[src/rtl/mul_uart_sequencer.sv]
// mul_uart_sequencer
//   Takes a received UART byte, multiplies it by a constant coefficient on an
//   external multiplier, then sends the 16-bit product back over the UART
//   transmitter high byte first.
//
//   Optional build macro: SEQ_ECHO_EN -- when defined, the operand byte is
//   echoed first, so a response is operand, product[15:8], product[7:0].
//
// Ports
//   clk_fpga     in   system clock, rising edge
//   reset        in   asynchronous active-low reset
//   rx_valid     in   one-cycle pulse, byte on rx_data
//   rx_data      in   [7:0] received operand
//   mul_start    out  one-cycle multiplier start pulse
//   mul_a        out  [7:0] latched operand
//   mul_b        out  [7:0] COEFF
//   mul_done     in   multiplier result valid this cycle
//   mul_product  in   [15:0] multiplier result
//   tx_start     out  one-cycle transmit request
//   tx_data      out  [7:0] byte being transmitted
//   tx_active    in   transmitter busy
//   tx_done      in   one-cycle transmit completion
//   busy         out  sequencer not idle
//   overrun      out  sticky: byte received while busy
//   timeout_err  out  sticky: multiplier did not answer in time
module mul_uart_sequencer #(
  parameter logic [7:0] COEFF       = 8'hAA,
  parameter int         MUL_TIMEOUT = 64
) (
  input  logic        clk_fpga,
  input  logic        reset,
  input  logic        rx_valid,
  input  logic [7:0]  rx_data,
  output logic        mul_start,
  output logic [7:0]  mul_a,
  output logic [7:0]  mul_b,
  input  logic        mul_done,
  input  logic [15:0] mul_product,
  output logic        tx_start,
  output logic [7:0]  tx_data,
  input  logic        tx_active,
  input  logic        tx_done,
  output logic        busy,
  output logic        overrun,
  output logic        timeout_err
);

  localparam int CW = $clog2(MUL_TIMEOUT + 1);
  localparam logic [CW-1:0] CNT_LAST = CW'(MUL_TIMEOUT - 1);

  typedef enum logic [3:0] {
    IDLE,
    MUL_GO,
    MUL_WAIT,
`ifdef SEQ_ECHO_EN
    ECHO_TX,
    ECHO_WAIT,
`endif
    TX_HI,
    WAIT_HI,
    TX_LO,
    WAIT_LO
  } state_t;

  state_t        r_state, w_next;
  logic [7:0]    r_operand;
  logic [15:0]   r_result;
  logic [CW-1:0] r_cnt;
  logic          r_overrun, r_timeout;
  logic          w_timeout;

  // Next state and decoded outputs. Outputs are decoded from the state so
  // that an asynchronous reset drives them to zero without waiting for a clock.
  always_comb begin
    w_next    = r_state;
    w_timeout = 1'b0;
    mul_start = 1'b0;
    tx_start  = 1'b0;
    tx_data   = 8'h00;
    case (r_state)
      IDLE: if (rx_valid) w_next = MUL_GO;
      MUL_GO: begin
        mul_start = 1'b1;
        w_next    = MUL_WAIT;
      end
      MUL_WAIT: begin
        if (mul_done) begin
`ifdef SEQ_ECHO_EN
          w_next = ECHO_TX;
`else
          w_next = TX_HI;
`endif
        end else if (r_cnt == CNT_LAST) begin
          // last allowed cycle passed without a result: abandon, no transmit
          w_timeout = 1'b1;
          w_next    = IDLE;
        end
      end
`ifdef SEQ_ECHO_EN
      ECHO_TX: begin
        tx_data = r_operand;
        if (!tx_active) begin
          tx_start = 1'b1;
          w_next   = ECHO_WAIT;
        end
      end
      ECHO_WAIT: begin
        tx_data = r_operand;
        if (tx_done) w_next = TX_HI;
      end
`endif
      TX_HI: begin
        tx_data = r_result[15:8];
        if (!tx_active) begin
          tx_start = 1'b1;
          w_next   = WAIT_HI;
        end
      end
      WAIT_HI: begin
        tx_data = r_result[15:8];
        if (tx_done) w_next = TX_LO;
      end
      TX_LO: begin
        tx_data = r_result[7:0];
        if (!tx_active) begin
          tx_start = 1'b1;
          w_next   = WAIT_LO;
        end
      end
      WAIT_LO: begin
        tx_data = r_result[7:0];
        if (tx_done) w_next = IDLE;
      end
      default: w_next = IDLE;
    endcase
  end

  always_ff @(posedge clk_fpga or negedge reset) begin
    if (!reset) begin
      r_state   <= IDLE;
      r_operand <= 8'h00;
      r_result  <= 16'h0000;
      r_cnt     <= '0;
      r_overrun <= 1'b0;
      r_timeout <= 1'b0;
    end else begin
      r_state <= w_next;
      if (r_state == IDLE && rx_valid) r_operand <= rx_data;
      if (r_state == MUL_WAIT && mul_done) r_result <= mul_product;
      if (r_state == MUL_GO) r_cnt <= '0;
      else if (r_state == MUL_WAIT) r_cnt <= r_cnt + 1'b1;
      // Any byte arriving outside IDLE is dropped, including the cycle that
      // leaves WAIT_LO for IDLE.
      if (rx_valid && r_state != IDLE) r_overrun <= 1'b1;
      if (w_timeout) r_timeout <= 1'b1;
    end
  end

  assign mul_a       = r_operand;
  assign mul_b       = COEFF;
  assign busy        = (r_state != IDLE);
  assign overrun     = r_overrun;
  assign timeout_err = r_timeout;

endmodule

[config.mk]
export PLATFORM = sky130hd
export DESIGN_NAME = mul_uart_sequencer
export DESIGN_NICKNAME = d
export VERILOG_FILES = /design/src/rtl/mul_uart_sequencer.sv
export SDC_FILE = /design/constraint.sdc
export NUM_CORES = 1
export LEC_CHECK = 0
export CAP_MARGIN = 10
export CORE_UTILIZATION = 40
export CTS_BUF_LIST = sky130_fd_sc_hd__clkbuf_4
export DETAILED_ROUTE_END_ITERATION = 16
export PLACE_DENSITY = 0.8
export SLEW_MARGIN = 20
export SYNTH_ARGS = -nofsm -noshare
export SYNTH_HDL_FRONTEND = slang
export SYNTH_SLANG_ARGS = --single-unit
[constraint.sdc]
create_clock -name clk_fpga -period 4.5 [get_ports clk_fpga]
set_input_delay 0.675 -clock clk_fpga [delete_from_list [all_inputs] [get_ports clk_fpga]]
set_output_delay 0.675 -clock clk_fpga [all_outputs]
set_load 0.03 [all_outputs]
==> results.md <==
Setup path:
- The maximum single-stage delay on the critical path is 0.73 ns.
- The capturing point of the worst reg2reg path is r_result[4].
- For the worst setup path, the data required time is 3.83 ns.
- The endpoint type of the worst setup path is a primary output.
- The maximum fanout encountered on the critical timing path is 21.
- Measured in cells, the most critical reg-to-reg path has a length of 4.
- STA classifies the critical path startpoint as a flop.
- Among all stages on the critical path, the largest delay is contributed by sky130_fd_sc_hd__dfrtp_1.
- For the worst setup path, the data arrival time is 2.72 ns.
- The internal reg-to-reg setup slack is 2.34 ns.
- The startpoint of the most critical register-to-register path is r_state[0].
- The critical path class is flop to primary output.
- The signal on the critical path passes through nor2b_1, a22oi_1, o22ai_1, clkdlybuf4s50_1.

Timing:
- The upper clock frequency limit is 294.4 MHz.
- The smallest clock period supported by the final layout is computed as 3.397 ns.
- Setup total negative slack on the finished layout was measured at 0 ns.
- Setup violations remaining at the end of the flow were counted as 0.
- The relative max-transition margin is 52.71%.
- The actual slew at the worst max-slew pin is 0.7094 ns.
- The number of endpoints with negative hold slack in the final report is 0.
- The clock tree skew after final layout is 0.005683 ns.
- The setup slack after layout is 1.103 ns.
- The portion of the clock cycle consumed by the worst path in the final layout is 75.48%.
- The total count of max-transition violations in the final report is 0.
- Setup repair after global routing left no endpoint under its margin.

Job:
- The max-capacitance violation count is 0.

Run status:
- The run finished, with violations left.
- The final reports fail on design-rule violations.

Clock tree:
- At the later pin of the worst-skew pair, clock insertion delay measures 0.33 ns.
- The number of clock buffers added by TritonCTS is 5.
- The number of setup buffers added after CTS is 0.
- The maximum level of the CTS H-tree is 2.
- In this run, post-CTS repair resized a total of 0 instances.
- In this run, post-CTS hold repair placed 0 buffers.
- The clock transition time at the flip-flop clock pins of the worst setup and hold paths is 0.11 ns.
- The buffer type at the clock tree root is sky130_fd_sc_hd__clkbuf_4.
- The worst-case clock buffer depth is 2.
- TritonCTS built the clock tree.
- The number of sinks handled by clock tree synthesis is 36.

Power:
- The power density over the cells is 710.2 nW/um2.
- The fraction of power consumed by the clock network is 12.5%.
- The peak supply drop is 0.4049 mV.
- Internal power comes to 1.011 mW.
- The total net switching power is 753.7 uW.
- The sequential share of power is 34.1%.
- Of the total power, the share spent switching nets is 42.71%.
- The reported leakage power is 1.005 nW.
- The fraction of power consumed by combinational cells is 53.4%.

Placement:
- The count of input and output buffers is 50.
- At the placement stage, the worst setup path has a slack of 1.511 ns.
- After legalization and detailed placement, the total HPWL measured 2.800 mm.
- The placer congestion estimate is 0.7813.

Route:
- The ratio of routed vias to standard cells is 5.455.
- The count of nets left with antenna violations once routing finished came out at 0.
- In the final routed layout, each cell accounts on average for 14.91 um.
- The total detailed-routing wirelength is 4.100 mm.
- The post-route DRC violation count is 5.
- The pre-antenna-repair detailed-routing pass consisted of 10 iterations.
- Detailed routing inserted a total of 1,500 vias.
- The iteration-0 DRC count of the detailed router is 161.

Die:
- The die covers 5082 um2.
- The die extent in y is 71.29 um.
- The number of cell rows is 24.
- In this run the standard cell core region covers 4474 um2.
- 59 I/O pins were placed.
- Once the floorplan was initialized, standard cells occupied 42.93% of the core.
- The overall die width is 71.29 um.

GRT:
- The pin count of the biggest net entering global routing is 37.
- The first global-routing pass estimated 6.803 mm of wire.
- After global routing the overflow that remains totals 0.
- The total global-route track usage is 17.02%.
- The initial antenna violation count is 0.
- The via count of the first global-routing pass came to 1,517.

Synthesis:
- The top-area cell type share of the netlist area is 46.91%.
- Sorting the synthesized cells by area gives the leading types as sky130_fd_sc_hd__dfrtp_1 (47%), sky130_fd_sc_hd__mux2_2 (14%), sky130_fd_sc_hd__mux2i_1 (5.2%), sky130_fd_sc_hd__buf_4 (3.9%), sky130_fd_sc_hd__o21ai_0 (3.9%).
- Yosys mapped a number of flops with a built-in enable equal to 0.
- The number of warnings issued by yosys is 0.
- Sequential cells were found to cover 46.91% of the synthesized design area.
- The average cell area after synthesis is 10.97 um2.
- The commonest cells after synthesis are sky130_fd_sc_hd__dfrtp_1 (36), sky130_fd_sc_hd__mux2_2 (24), sky130_fd_sc_hd__o21ai_0 (15), sky130_fd_sc_hd__buf_4 (10), sky130_fd_sc_hd__mux2i_1 (10).
- The most frequent cell after synthesis is sky130_fd_sc_hd__dfrtp_1.
- After synthesis the netlist holds a flip-flop and latch count of 36.
- In this run the cell area of the synthesized design comes to 1921 um2.
- Counting flops with an async set or reset pin after synthesis yields a share of 100.0%.
- The number of unique standard cell types used by synthesis is 40.
- The predominant post-synthesis flop cell is sky130_fd_sc_hd__dfrtp_1.
- The largest total area in the synthesized netlist belongs to sky130_fd_sc_hd__dfrtp_1.
- In the synthesized netlist, the number of instances is 175.

Min path:
- The worst min-delay path category is flop to flop.
- The startpoint identified for the worst hold timing path is overrun.
- The hold path depth is 1.
- The path with the worst hold slack has its endpoint at overrun.

Layout:
- The layout-stage area growth over the synthesis result is 29.38%.
- The repair_antennas step left the layout with diodes totalling 0.
- The final layout contains 253 nets.
- The post-route netlist has 16.59% of its cells at a drive strength greater than 1.
per-stage QoR:
| step | total power [mW] | cell area [um2] | util [%] | instances | hold WS (ns) |
|---|---|---|---|---|---|
| 2_1_floorplan | 1.253 | 1943 | - | 181 | 0.3794 |
| 3_3_place_gp | 1.535 | 2410 | 53.86 | 267 | 0.4422 |
| 3_5_place_dp | 1.554 | 2410 | 53.86 | 267 | 0.4661 |
| 4_1_cts | 1.778 | 2485 | 55.54 | 275 | 0.4953 |
| 5_1_grt | 1.878 | 2485 | 55.54 | 275 | 0.5122 |
| 6_report | 1.765 | 2485 | 55.54 | 275 | 0.4885 |
sequential cells by signal (all words and copies together), names as in the netlist:
register and count:
r_result 16, mul_a 8, r_cnt 7, r_state 3
overrun 1, timeout_err 1
layout make-up:
class | instances | area (um2)
Multi-Input combinational cell | 123 | 909.6
Inverter | 3 | 11.26
Fill cell | 386 | 1989
Clock buffer | 5 | 37.54
Timing Repair Buffer | 53 | 523.0
Sequential cell | 36 | 900.9
Clock inverter | 3 | 37.54
Tap cell | 52 | 65.06
power groups by stage:
stage / logic [mW] / registers [mW] / clock network (mW)
floorplan: 0.636 / 0.617 / 0
global placement: 0.932 / 0.603 / 0
detailed placement: 0.945 / 0.609 / 0
CTS: 0.949 / 0.603 / 0.226
global route: 1.01 / 0.625 / 0.239
finish: 0.942 / 0.602 / 0.220
how the worst max path moves through the flow:
stage                    start         end  cells after the start
finish              r_state[2]  tx_data[6]                      4
global route        r_state[2]  tx_data[6]                      4
CTS                 r_state[2]  tx_data[6]                      4
detailed placement  r_state[2]  tx_data[6]                      4
global placement    r_state[2]  tx_data[0]                      4
floorplan           r_state[0]  tx_data[0]                      5
metal layers:
layer / global-route usage, % / vias to the layer above / share of wire, %
met5: 0 / - / 0
met4: 4.889 / 0 / 0.95
met3: 4.782 / 6 / 8.2
met2: 26.98 / 69 / 47
met1: 22.91 / 699 / 44
li1: - / 726 / -
cells by family after synthesis:
| logic type | Yosys count | share of synthesized area, % |
|---|---|---|
| AO/OA/AOI/OAI | 47 | 15.44 |
| flip-flops | 36 | 46.91 |
| multiplexers | 34 | 19.28 |
| AND/OR/NAND/NOR | 33 | 10.42 |
| buffers and inverters | 22 | 6.905 |
| other | 2 | 0.3910 |
| adder cells (fa/ha/maj) | 1 | 0.6514 |
placed cells by master (no fill, tap or decap), types with 5 or more instances in the layout:
| cell | count |
|---|---|
| sky130_fd_sc_hd__clkdlybuf4s50_1 | 50 |
| sky130_fd_sc_hd__dfrtp_1 | 36 |
| sky130_fd_sc_hd__mux2_2 | 24 |
| sky130_fd_sc_hd__o21ai_0 | 15 |
| sky130_fd_sc_hd__mux2i_1 | 10 |
| sky130_fd_sc_hd__a22oi_1 | 9 |
| sky130_fd_sc_hd__o22ai_1 | 8 |
| sky130_fd_sc_hd__conb_1 | 8 |
| sky130_fd_sc_hd__nand3_1 | 6 |
| sky130_fd_sc_hd__a21oi_1 | 5 |
| sky130_fd_sc_hd__clkbuf_4 | 5 |
critical path: cells and delay by family (launching register included):
kind	cells	cell delay, ns
and+or+nand+nor	1	0.58
AOI/OAI and AO/OA	2	0.37
DFF	1	0.73
buffers and inverters	1	0.71
Note: power is estimated with default switching activity, not from simulation.
